### src/rtl/flex_counter_updown.sv
// Up/down rollover counter with load, wrap/saturate modes, wrap pulse/count and config-error flag.
// Optional prescaler enabled by defining FLEX_CNT_PRESCALE_EN.
module flex_counter_updown #(
  parameter int unsigned NUM_CNT_BITS = 4,
  parameter int unsigned WRAP_BITS    = 8
`ifdef FLEX_CNT_PRESCALE_EN
  ,
  parameter int unsigned PRESCALE_BITS = 4
`endif
) (
  input  logic                    clk,
  input  logic                    rst,
  input  logic                    clear,
  input  logic                    count_enable,
  input  logic                    count_down,
  input  logic                    sat_mode,
  input  logic                    load,
  input  logic [NUM_CNT_BITS-1:0] load_val,
  input  logic [NUM_CNT_BITS-1:0] rollover_val,
`ifdef FLEX_CNT_PRESCALE_EN
  input  logic [PRESCALE_BITS-1:0] prescale_val,
`endif
  output logic [NUM_CNT_BITS-1:0] count_out,
  output logic                    rollover_flag,
  output logic                    wrap_pulse,
  output logic [WRAP_BITS-1:0]    wrap_count,
  output logic                    cfg_err
);

  localparam int unsigned CW = NUM_CNT_BITS;
  localparam int unsigned WW = WRAP_BITS;

  logic [CW-1:0] count_q, count_d;
  logic          flag_q, flag_d;
  logic          pulse_q, pulse_d;
  logic [WW-1:0] wrap_cnt_q, wrap_cnt_d;
  logic          err_q, err_d;

  logic [CW-1:0] term_c;
  logic [CW-1:0] nxt_c;
  logic          wrap_c;
  logic          step_ok_c;

`ifdef FLEX_CNT_PRESCALE_EN
  logic [PRESCALE_BITS-1:0] psc_q, psc_d;

  assign step_ok_c = (psc_q == prescale_val);

  // Prescaler counts enabled cycles; restarts on clear/load or after a step.
  always_comb begin
    psc_d = psc_q;
    if (clear || load) begin
      psc_d = '0;
    end else if (count_enable) begin
      psc_d = step_ok_c ? '0 : psc_q + PRESCALE_BITS'(1);
    end
  end

  always_ff @(posedge clk) begin
    if (rst) psc_q <= '0;
    else     psc_q <= psc_d;
  end
`else
  assign step_ok_c = 1'b1;
`endif

  assign term_c = count_down ? CW'(1) : rollover_val;

  // Candidate next count for a single step in the current direction.
  always_comb begin
    nxt_c  = count_q;
    wrap_c = 1'b0;
    if (!count_down) begin
      if (count_q < rollover_val) begin
        nxt_c = count_q + CW'(1);
      end else if (sat_mode) begin
        nxt_c = rollover_val;
      end else begin
        nxt_c  = CW'(1);
        wrap_c = 1'b1;
      end
    end else begin
      if (count_q > rollover_val) begin
        nxt_c = rollover_val;
      end else if (count_q > CW'(1)) begin
        nxt_c = count_q - CW'(1);
      end else if (!sat_mode) begin
        nxt_c  = rollover_val;
        wrap_c = 1'b1;
      end
    end
  end

  always_comb begin
    count_d    = count_q;
    flag_d     = flag_q;
    pulse_d    = 1'b0;
    wrap_cnt_d = wrap_cnt_q;
    err_d      = err_q;
    if (clear) begin
      count_d    = '0;
      flag_d     = 1'b0;
      wrap_cnt_d = '0;
      err_d      = 1'b0;
    end else if (load) begin
      count_d = load_val;
      flag_d  = (load_val == term_c);
    end else if (count_enable && step_ok_c) begin
      if (rollover_val == '0) begin
        // Zero terminal is a configuration error: hold the count and flag it.
        err_d = 1'b1;
      end else begin
        count_d = nxt_c;
        flag_d  = (nxt_c == term_c);
        pulse_d = wrap_c;
        if (wrap_c && (wrap_cnt_q != {WW{1'b1}})) begin
          wrap_cnt_d = wrap_cnt_q + WW'(1);
        end
      end
    end
  end

  always_ff @(posedge clk) begin
    if (rst) begin
      count_q    <= '0;
      flag_q     <= 1'b0;
      pulse_q    <= 1'b0;
      wrap_cnt_q <= '0;
      err_q      <= 1'b0;
    end else begin
      count_q    <= count_d;
      flag_q     <= flag_d;
      pulse_q    <= pulse_d;
      wrap_cnt_q <= wrap_cnt_d;
      err_q      <= err_d;
    end
  end

  assign count_out     = count_q;
  assign rollover_flag = flag_q;
  assign wrap_pulse    = pulse_q;
  assign wrap_count    = wrap_cnt_q;
  assign cfg_err       = err_q;

endmodule

### config.mk
export PLATFORM = sky130hd
export DESIGN_NAME = flex_counter_updown
export DESIGN_NICKNAME = d
export VERILOG_FILES = /design/src/rtl/flex_counter_updown.sv
export SDC_FILE = /design/constraint.sdc
export NUM_CORES = 1
export LEC_CHECK = 0
export ABC_AREA = 1
export BUFFER_PORTS_ARGS = -buffer_cell sky130_fd_sc_hd__buf_2
export CORE_MARGIN = 2
export CORE_UTILIZATION = 50
export CTS_CLUSTER_DIAMETER = 120
export CTS_CLUSTER_SIZE = 25
export DETAILED_ROUTE_END_ITERATION = 10
export PLACE_DENSITY = 0.75
export RECOVER_POWER = 100
export SLEW_MARGIN = 25
export SYNTH_ARGS = -nofsm -noshare
export SYNTH_HDL_FRONTEND = slang
export SYNTH_SLANG_ARGS = --single-unit
### constraint.sdc
create_clock -name clk -period 2.6 [get_ports clk]
set_input_delay 0.52 -clock clk [delete_from_list [all_inputs] [get_ports clk]]
set_output_delay 0.52 -clock clk [all_outputs]
set_load 0.01 [all_outputs]
Word-level counts from Yosys, hierarchy flattened
Cells that the tools add are included.
{"block": "classes", "reduce_logical": 8, "magnitude_cmp": 3, "addsub": 3, "mux": 18, "eq_ne": 4, "bitwise_logic": 3}
{"op": "4-bit 2-to-1 mux", "count": 10}
{"op": "8-bit by 1-bit adder with 8-bit output, second input constant", "count": 1}
{"op": "4-bit equality test", "count": 2}
{"op": "1-bit 2-to-1 mux", "count": 8}
{"op": "8-bit inequality test, second input constant", "count": 1}
{"op": "5-bit OR reduction", "count": 1}
{"op": "4-bit by 1-bit adder with 4-bit output, second input constant", "count": 1}
{"op": "4-bit by 1-bit greater-than comparator with 1-bit output, second input constant", "count": 1}
{"op": "4-bit greater-than comparator", "count": 1}
{"op": "4-bit logical NOT", "count": 1}
{"op": "4-bit < comparator", "count": 1}
{"op": "4-bit AND reduction", "count": 1}
{"op": "4-bit by 1-bit subtractor with 4-bit output, second input constant", "count": 1}
{"op": "1-bit inverter", "count": 3}
{"op": "3-bit AND reduction", "count": 1}
{"op": "2-bit inequality test, second input constant", "count": 1}
{"op": "2-bit AND reduction", "count": 1}
{"op": "2-bit nonzero test", "count": 1}
{"op": "2-bit OR reduction", "count": 1}
{"op": "1-bit logical AND", "count": 1}
{"block": "word_totals", "register_bits": 15, "inputBits": 15, "elab_cells": 44}

Logic depth before layout (Yosys ltp)
Gate-level depths: netlist (run 1).
{"block": "logic_depth", "ltp_word": 8, "depth_mapped": 17}

Worst setup path after synthesis (run 1)
No wires, ideal clock.
{"block": "synth_path", "path_type": "input -> register", "from": "input port rollover_val[3]", "to": "register wrap_cnt_q[7] (netlist: wrap_count[7])", "t_arrival_ps": 1921, "setup_ps": 115, "required_time_ps": 2485, "stages": 12, "path_slack_ps": 564, "path_buffers": 0, "path_cell_list": "inv_1 > ha_1 > a21oi_4 > nand2_4 > nand2_4 > a21oi_4 > nor2_4 > nand2_4 > nor3_4 > nand4_1 > nand2_1 > nor2_1"}
{"block": "synth_between", "elab_chain_len": 5, "elab_cells_between_ends": 9}
{"element": "from (decl)", "line": "19", "source": "input logic [NUM_CNT_BITS-1:0] rollover_val,"}
{"element": "4-bit < comparator or 4-bit greater-than comparator (tied branches)", "line": "74, 83"}
{"element": "1-bit 2-to-1 mux (on tied branches)", "line": "74, 83"}
{"element": "1-bit 2-to-1 mux", "line": "73", "source": "if (!count_down) begin"}
{"element": "1-bit logical AND", "line": "116", "source": "if (wrap_c && (wrap_cnt_q != {WW{1'b1}})) begin"}
{"element": "4-bit AND reduction (no line) *"}
{"element": "to (signal assigned)", "line": "134", "source": "wrap_cnt_q <= wrap_cnt_d;"}
{"element": "to (decl)", "line": "36", "source": "logic [WW-1:0] wrap_cnt_q, wrap_cnt_d;"}
Every way passes the cells marked *; elsewhere a longest branch is shown, timed or not.
A chain may end at the register's enable or synchronous reset.

Worst setup path in the final report (run 1)
{"block": "layout_path", "from": "register count_q[3] (netlist: count_out[3])", "to": "register wrap_cnt_q[7] (netlist: wrap_count[7])"}
{"block": "layout_between", "elab_chain_len": 6, "elab_cells_between_ends": 9}
{"element": "from (decl)", "line": "33", "source": "logic [CW-1:0] count_q, count_d;"}
{"element": "from (signal assigned)", "line": "131", "source": "count_q <= count_d;"}
{"element": "4-bit by 1-bit greater-than comparator with 1-bit output", "line": "85", "source": "end else if (count_q > CW'(1)) begin"}
{"element": "1-bit 2-to-1 mux", "line": "85"}
{"element": "1-bit 2-to-1 mux", "line": "83", "source": "if (count_q > rollover_val) begin"}
{"element": "1-bit 2-to-1 mux *", "line": "73"}
{"element": "1-bit logical AND *", "line": "116"}
{"element": "4-bit AND reduction (no line) *"}
Marked as above.

==> metrics.txt, run 1 <==
Place WS 241.1 ps; Peak Freq 446.0 MHz; Design Power 0.5740 mW; Layout Cells excl Fill 267; DP Cell Count 263; setup tns final 0 ps; Post-Syn Area 1323 um^2; post-synthesis async set-or-reset flop share 0; Critical Path Sink Type register; Max Clock Skew 9.866 ps; DRT antenna net count 0; root buf cell clkbuf_4; share of layout cells above drive strength 1 0.1857; dominant delay contributor by cell family on the critical path simple AND/OR/NAND/NOR gates; Unique masters post-synth 31; final core occ 0.6006; Post-CTS Resized 0; Seq cells post-synth 15; top cell type's share of synthesized area 0.2271; CP max-delay cell dfxtp_1; global-route wire length before repair 5589 um; Die Y 55.43 um; First-pass DRT Iterations 4; fin. max-slew vios 0; Boundary Pins 30; Worst-Margin Slew 637.8 ps; WP data arrival 2440 ps; Residual DRC 0; Final Hold Viols 0; syn_area_per_cell 6.547 um^2; register area share after synthesis 0.2271; CP dominant cell by count nand2_4; fin nets 261; vias in the first global route 1286; dpl hpwl 2594 um; Synth warnings 0; die width 55.43 um; RSZ-0062 raised after global routing no; CP Cell Sequence ha_1 -> a21oi_4 -> nand2_4 -> nand2_4 -> a21oi_1 -> nor2_4 -> nand2_4 -> nor3_4 -> nand4_1 -> nand2_1 -> nor2_1; Crit Path Max Fanout 8; period utilization 0.8624; maxcap violations 0; leakage 0.7112 nW; Tmin final 2242 ps; Vias/cell 5.296; Worst Hold Class register to register; # H-tree levels 1; CTS Buffer Depth 2; Post-Synthesis Cells 202; crit path buf inv count 0; clock latency on the worst-skew pair 290 ps; PD cells 382.3 nW/um^2; routed vias 1414; Initial Utilization 0.5290; Synth area leaders dfxtp_1 (23%), nand2_1 (13%), nand3_1 (7.9%); placed inst area 1519 um^2; Setup Viol. Count Final 0; Peak VDD IR 0.3683 mV; CP required 2800 ps; GRT Total Usage 0.2241; Rel. slew slack 0.5709; main flop type after synthesis dfxtp_1; Post-synth EDFFs 0; WL/cell 12.23 um; clock buffer count from CTS 3; Routability Congestion 0.9410; CTS tree yes; r2r setup slk 360 ps; fill cell count 257; Post-synth top cells nand2_1 (45), nor2_1 (25), nand3_1 (21), inv_1 (19), dfxtp_1 (15); crit start category register; Area growth syn-to-layout 13.53%; status finished, final reports clean; largest net degree at the start of global routing 10; Inserted Diodes 0; hold_ws 480.7 ps; hold buffers post-CTS 0; fin area 1501 um^2; initial antenna violation count 0; DR iter-0 viols 61; clk sinks 15; worst setup path class register to register; area leader, netlist dfxtp_1; Buffers on Ports 29; row cnt 18; clk slew on worst S/H paths 100 ps; Post-Route WL 3266 um; Core ar. 2500 um^2; GR Overflow Total 0; # Post-CTS Setup Buffers 0; cell with the most instances after synthesis nand2_1; CP max stage delay 540 ps; Mapped Nets 225; min setup slack post-route 357.8 ps; die area 3072 um^2
power by group:
part | total (mW) | internal (mW) | switching, mW
logic | 0.198 | 0.0710 | 0.127
registers | 0.241 | 0.234 | 0.00646
clock network | 0.135 | 0.0573 | 0.0782
total | 0.574 | 0.363 | 0.211
cell type report:
cell class	count	area (um^2)	share of cell area
clock buffers	3	22.52	0.01500
clock inverters	1	5.005	0.003333
inverters	26	102.6	0.06833
multi-input cells	159	882.1	0.5875
flip-flops and latches	15	300.3	0.2000
well taps	30	37.54	0.02500
repair buffers	33	151.4	0.1008
layer usage:
metal	track usage	share of wire
met4	0.06620	0.012
met3	0.04684	0.081
met5	0	0
met1	0.2861	0.43
met2	0.3776	0.47
state kept, by name, summed over array words and instances, names as in the netlist:
| name | count |
|---|---|
| wrap_count | 8 |
| count_out | 4 |
| cfg_err | 1 |
| rollover_flag | 1 |
| wrap_pulse | 1 |
kinds of logic after synthesis:
| family | synth area share |
|---|---|
| buf+inv | 0.08987 |
| fa+ha+maj | 0.07569 |
| flops | 0.2271 |
| xor+xnor | 0.01987 |
| simple gates | 0.4399 |
| compound gates | 0.1476 |
worst min-delay path, stage by stage (launching register included):
cell,delay (ps)
dfxtp_1,320
nand2_1,60
a21oi_1,60
final timing paths:
check                                                 from                          to  cells after the start
worst max-delay path             count_out[3]$_SDFFE_PP0P_  wrap_count[7]$_SDFFE_PP0P_                     11
worst min-delay path            rollover_flag$_SDFFE_PP0P_  rollover_flag$_SDFFE_PP0P_                      2
worst max register to register   count_out[3]$_SDFFE_PP0P_  wrap_count[7]$_SDFFE_PP0P_                     11
worst min register to register  rollover_flag$_SDFFE_PP0P_  rollover_flag$_SDFFE_PP0P_                      2
placed cells by master (no fill, tap or decap), drive strengths merged, types with 7 or more instances in the layout:
master / netlist / final
inv: 23 / 23
nand3: 23 / 23
nor2: 28 / 28
clkbuf: 0 / 18
a21oi: 15 / 15
ha: 8 / 8
nand4: 7 / 7
nand2: 51 / 51
buf: 2 / 18
o21ai: 12 / 12
dfxtp: 15 / 15
Power figures use the tool's default switching activity.
==> run 2, diff against run 1 <==
--- a/config.mk
+++ b/config.mk
@@ -6,7 +6,7 @@
 export NUM_CORES = 1
 export LEC_CHECK = 0
 export ABC_AREA = 1
-export BUFFER_PORTS_ARGS = -buffer_cell sky130_fd_sc_hd__buf_2
+export BUFFER_PORTS_ARGS = -buffer_cell sky130_fd_sc_hd__buf_4
 export CORE_MARGIN = 2
 export CORE_UTILIZATION = 50
 export CTS_CLUSTER_DIAMETER = 120
==> metrics.txt, run 2 (synthesized netlist as in run 1, its figures left out) <==
global-route wire length before repair 5747 um (+2.8%); r2r setup slk 280 ps (-80 ps); met1 usage 0.2810 (-0.005143); clock latency on the worst-skew pair 290 ps (about the same); Logic pwr share 0.345 (about the same); CP Cell Sequence ha_1 -> nand2_1 -> nand2_1 -> nand2_1 -> nand2_4 -> nand2_4 -> a21oi_1 -> nor2_4 -> nand2_4 -> nor3_4 -> nand4_1 -> nand2_1 -> nor2_1; min-delay src cfg_err$_SDFFE_PP0P_; Worst-Margin Slew 656.4 ps (+18.54 ps); Vias/cell 5.502 (+3.9%); setup tns final 0 ps (unchanged); Inserted Diodes 0 (unchanged); max reg flops 8 (unchanged); Boundary Pins 30 (unchanged); largest net degree at the start of global routing 10 (unchanged); DRT antenna net count 0 (unchanged); Max Clock Skew 8.108 ps (-1.758 ps); min setup slack post-route 280.6 ps (-77.23 ps); CP max stage delay 560 ps (+20 ps); Psw 0.2150 mW (+1.7%); crit start category register; Final Hold Viols 0 (unchanged); sw frac 0.3692 (+0.0009503); Reg-to-Reg End wrap_count[7]$_SDFFE_PP0P_; Routability Congestion 0.9807 (+4.2%); WHS Path Cells 2 (unchanged); Tmin final 2319 ps (+77.23 ps); Pint 0.3674 mW (+1.3%); # Post-CTS Setup Buffers 0 (unchanged); most frequent cells in the layout nand2_1 (46), nor2_1 (26), nand3_1 (21); Buffers on Ports 29 (unchanged); Rel. slew slack 0.5584 (-0.01247); Critical Path Sink Type register; status finished, final reports clean; Post-CTS Resized 0 (unchanged); Place WS 292.4 ps (+51.30 ps); Initial Utilization 0.5290 (unchanged); met2 Use GR 0.4065 (+0.02891); Post-Route WL 3419 um (+4.7%); Clk network pwr share 0.244 (+0.008); routed vias 1469 (+3.9%); CTS tree yes; Top Usage Layer GRT met2; CTS Buffer Depth 2 (unchanged); Area growth syn-to-layout 15.42%; clock buffer count from CTS 3 (unchanged); die area 3072 um^2 (unchanged); period utilization 0.8921 (+0.02970); share of layout cells above drive strength 1 0.1772 (-0.008439); vias in the first global route 1315 (+2.3%); Design Power 0.5824 mW (+1.5%); critical path depth 13 (+2); final core occ 0.6106 (+0.01001); Reg2Reg Launch Point count_out[1]$_SDFFE_PP0P_; initial antenna violation count 0 (unchanged); dpl hpwl 2789 um (+7.5%); DR iter-0 viols 49 (-20%); leakage 0.7126 nW (+0.20%); maxcap violations 0 (unchanged); Core ar. 2500 um^2 (unchanged); DP Cell Count 263 (unchanged); hold_ws 474.9 ps (-5.859 ps); dominant delay contributor by cell family on the critical path simple AND/OR/NAND/NOR gates; fin nets 261 (unchanged); CP dominant cell by count nand2_1; crit path buf inv count 0 (unchanged); GR Overflow Total 0 (unchanged); RSZ-0062 raised after global routing no; most common cell after layout, fill and taps aside nand2_1; sequential power share 0.412 (-0.007); hold path endpoint cfg_err$_SDFFE_PP0P_; Residual DRC 0 (unchanged); PD cells 381.5 nW/um^2 (-0.20%); Die Y 55.43 um (unchanged); worst setup path class register to register; clk slew on worst S/H paths 100 ps (about the same); WP data arrival 2520 ps (+80 ps); GRT Total Usage 0.2290 (+0.004932); hold buffers post-CTS 0 (unchanged); clk sinks 15 (unchanged); CP max-delay cell dfxtp_1; root buf cell clkbuf_4; fin. max-slew vios 0 (unchanged); Peak Freq 431.1 MHz (-3.3%); FF-to-FF path depth 13 (+2); die width 55.43 um (unchanged); First-pass DRT Iterations 5 (+1); row cnt 18 (unchanged); Crit Path Max Fanout 9 (+1); GR met3 Demand/Resource 0.04684 (unchanged); Worst Hold Class register to register; WL/cell 12.81 um (+4.7%); Setup Viol. Count Final 0 (unchanged); placed inst area 1592 um^2 (+4.8%); Peak VDD IR 0.3296 mV (-10%); # H-tree levels 1 (unchanged); Layout Cells excl Fill 267 (unchanged); fin area 1526 um^2 (+1.7%); CP required 2800 ps (about the same)
==> run 2: cell counts in the layout (fill, tap and decap cells not counted) <==
Identical to the previous run, type by type.
==> run 2: final cells by class <==
| type | count | area [um^2] |
|---|---|---|
| Clock buffer | 3 | 22.52 |
| Clock inverter | 1 | 5.005 |
| Fill cell | 255 | 973.4 |
| Inverter | 26 | 102.6 |
| Multi-Input combinational cell | 159 | 867.1 |
| Sequential cell | 15 | 300.3 |
| Tap cell | 30 | 37.54 |
| Timing Repair Buffer | 33 | 191.4 |
==> run 2: tightest hold or removal path, stage by stage (launching register included) <==
cell     delay (ps)
dfxtp_1         330
a31oi_1          40
nor2_1           70
==> run 2: worst max path at each step <==
stage / from / end / slack [ps]
after CTS: count_out[1]$_SDFFE_PP0P_ / wrap_count[7]$_SDFFE_PP0P_ / 450
after global routing: count_out[1]$_SDFFE_PP0P_ / wrap_count[7]$_SDFFE_PP0P_ / 100
final: count_out[1]$_SDFFE_PP0P_ / wrap_count[7]$_SDFFE_PP0P_ / 280
after detailed placement: rollover_val[3] / wrap_count[7]$_SDFFE_PP0P_ / 290
after global placement: rollover_val[3] / wrap_count[7]$_SDFFE_PP0P_ / 370
after floorplan: rollover_val[3] / wrap_count[7]$_SDFFE_PP0P_ / 560
==> run 2: per-layer routing <==
metal  routed length (um)  up-vias
met5                    0        -
met4                   65        0
met3                  233        9
met2                 1697       57
met1                 1423      660
li1                     -      743
==> run 2: power by group through the flow <==
| stage | sequential (mW) | clock [mW] | combinational (mW) |
|---|---|---|---|
| after floorplan | 0.249 | 0 | 0.145 |
| after global placement | 0.245 | 0 | 0.209 |
| after detailed placement | 0.245 | 0 | 0.214 |
| after CTS | 0.240 | 0.142 | 0.215 |
| after global routing | 0.241 | 0.154 | 0.224 |
| final | 0.240 | 0.142 | 0.201 |
==> run 3, diff against run 2 <==
--- a/config.mk
+++ b/config.mk
@@ -14,6 +14,7 @@
 export DETAILED_ROUTE_END_ITERATION = 10
 export PLACE_DENSITY = 0.75
 export RECOVER_POWER = 100
+export REMOVE_ABC_BUFFERS = 1
 export SLEW_MARGIN = 25
 export SYNTH_ARGS = -nofsm -noshare
 export SYNTH_HDL_FRONTEND = slang
==> metrics.txt, run 3 (synthesized netlist as in run 1, its figures left out) <==
CP max stage delay 500 ps (-60 ps); dominant delay contributor by cell family on the critical path simple AND/OR/NAND/NOR gates; Peak Freq 444.1 MHz (+3.0%); initial antenna violation count 0 (unchanged); Rel. slew slack 0.6025 (+0.04414); # H-tree levels 1 (unchanged); WHS Path Cells 2 (unchanged); most common cell after layout, fill and taps aside nand2_1; met1 WL 1489 um (+4.6%); Final Hold Viols 0 (unchanged); period utilization 0.8660 (-0.02609); clock latency on the worst-skew pair 290 ps (about the same); max reg flops 8 (unchanged); Post-Route WL 3456 um (+1.1%); Max Clock Skew 0.9611 ps (-7.147 ps); worst setup path class register to register; Logic pwr share 0.354 (+0.009); Area growth syn-to-layout 16.65%; Core ar. 2500 um^2 (unchanged); largest net degree at the start of global routing 10 (unchanged); Boundary Pins 30 (unchanged); wire length on met2 1663 um (-2.0%); Worst-Margin Slew 590.8 ps (-65.61 ps); Critical Path Sink Type register; most frequent cells in the layout nand2_1 (47), nor2_1 (25), nand3_1 (21); Die Y 55.43 um (unchanged); crit start category register; dpl hpwl 2820 um (+1.1%); Inserted Diodes 0 (unchanged); Initial Utilization 0.5290 (unchanged); GRT Total Usage 0.2333 (+0.004305); sw frac 0.3654 (-0.003816); clk slew on worst S/H paths 90 ps (about the same); Psw 0.2130 mW (-0.95%); crit path buf inv count 0 (unchanged); met3 wire len 235 um (+0.86%); CP Cell Sequence ha_1 -> nand2_1 -> nand2_1 -> nand2_4 -> nand2_4 -> nand2_4 -> a21oi_1 -> nor2_4 -> nand2_1 -> nor3_4 -> nand4_1 -> nand2_1 -> nor2_1; PD cells 377.8 nW/um^2 (-0.97%); CP required 2790 ps (about the same); DR iter-0 viols 85 (+73%); die area 3072 um^2 (unchanged); final core occ 0.6171 (+0.006506); crit path launch count_out[1]$_SDFFE_PP0P_; hold_ws 478.3 ps (+3.387 ps); Routability Congestion 0.9870 (+0.64%); WL/cell 12.90 um (+0.71%); clk sinks 15 (unchanged); First-pass DRT Iterations 4 (-1); fin. max-slew vios 0 (unchanged); Tmin final 2252 ps (-67.84 ps); fill cell count 266 (+4.3%); clock buffer count from CTS 3 (unchanged); Top Layer Used met4; global-route wire length before repair 5865 um (+2.1%); maxcap violations 0 (unchanged); CP max-delay cell dfxtp_1; WP data arrival 2440 ps (-80 ps); status finished, final reports clean; # Post-CTS Setup Buffers 0 (unchanged); CP dominant cell by count nand2_1; Post-CTS Resized 0 (unchanged); CTS Buffer Depth 2 (unchanged); routed vias 1487 (+1.2%); GR Overflow Total 0 (unchanged); Residual DRC 0 (unchanged); DRT antenna net count 0 (unchanged); FF-to-FF path depth 13 (unchanged); Worst Hold Class register to register; min-delay src rollover_flag$_SDFFE_PP0P_; setup tns final 0 ps (unchanged); Pint 0.3699 mW (+0.69%); fin nets 262 (+0.38%); r2r setup slk 350 ps (+70 ps); row cnt 18 (unchanged); Reg-to-Reg End wrap_count[7]$_SDFFE_PP0P_; share of layout cells above drive strength 1 0.1849 (+0.007659); vias in the first global route 1399 (+6.4%); hold path endpoint rollover_flag$_SDFFE_PP0P_; die width 55.43 um (unchanged); Peak VDD IR 0.4047 mV (+23%); Reg2Reg Launch Point count_out[1]$_SDFFE_PP0P_; Setup Viol. Count Final 0 (unchanged); Vias/cell 5.549 (+0.85%); Buffers on Ports 29 (unchanged); sequential power share 0.411 (about the same); Clk network pwr share 0.235 (-0.009); RSZ-0062 raised after global routing no; root buf cell clkbuf_4; hold buffers post-CTS 0 (unchanged); CTS tree yes; Crit Path Max Fanout 7 (-2); leakage 0.7271 nW (+2.0%)
==> run 3: layout make-up <==
| class | count | area, um^2 | area share |
|---|---|---|---|
| clock buffers | 3 | 22.52 | 0.01460 |
| repair buffers | 34 | 198.9 | 0.1290 |
| inverters | 26 | 102.6 | 0.06650 |
| flip-flops and latches | 15 | 300.3 | 0.1946 |
| multi-input cells | 159 | 875.8 | 0.5677 |
| clock inverters | 1 | 5.005 | 0.003244 |
| well taps | 30 | 37.54 | 0.02433 |
==> run 3: metal layers <==
| layer | global-route usage | vias to the layer above |
|---|---|---|
| li1 | - | 740 |
| met1 | 0.2876 | 681 |
| met2 | 0.4048 | 56 |
| met3 | 0.05152 | 10 |
| met4 | 0.06620 | 0 |
| met5 | 0 | - |
==> run 3: metrics by stage <==
stage / area, um^2 / std cells / power (mW) / setup slack (ps)
floorplan: 1306 / 200 / 0.3902 / 563.9
global placement: 1599 / 264 / 0.4555 / 370.4
detailed placement: 1599 / 264 / 0.4603 / 263.4
CTS: 1627 / 268 / 0.5980 / 479.7
global route: 1543 / 268 / 0.6220 / 195.3
finish: 1543 / 268 / 0.5829 / 348.4
==> run 3: worst min-delay path, cell delays in order, from the launching register on <==
cell and delay, ps:
dfxtp_1 320, nand2_1 70, a21oi_2 50
==> run 3: how the worst max path moves through the flow <==
stage | end | slack (ps) | cells past startpoint
after global routing | rollover_flag$_SDFFE_PP0P_ | 200 | 15
after floorplan | wrap_count[7]$_SDFFE_PP0P_ | 560 | 12
after global placement | wrap_count[7]$_SDFFE_PP0P_ | 370 | 13
after CTS | wrap_count[7]$_SDFFE_PP0P_ | 480 | 13
after detailed placement | wrap_count[7]$_SDFFE_PP0P_ | 260 | 13
final | wrap_count[7]$_SDFFE_PP0P_ | 350 | 13
==> run 3: power groups by stage <==
stage	logic, mW	registers [mW]	clock network (mW)
after global placement	0.211	0.245	0
after floorplan	0.140	0.250	0
after global routing	0.233	0.240	0.150
after CTS	0.217	0.239	0.142
final	0.206	0.239	0.137
after detailed placement	0.216	0.245	0
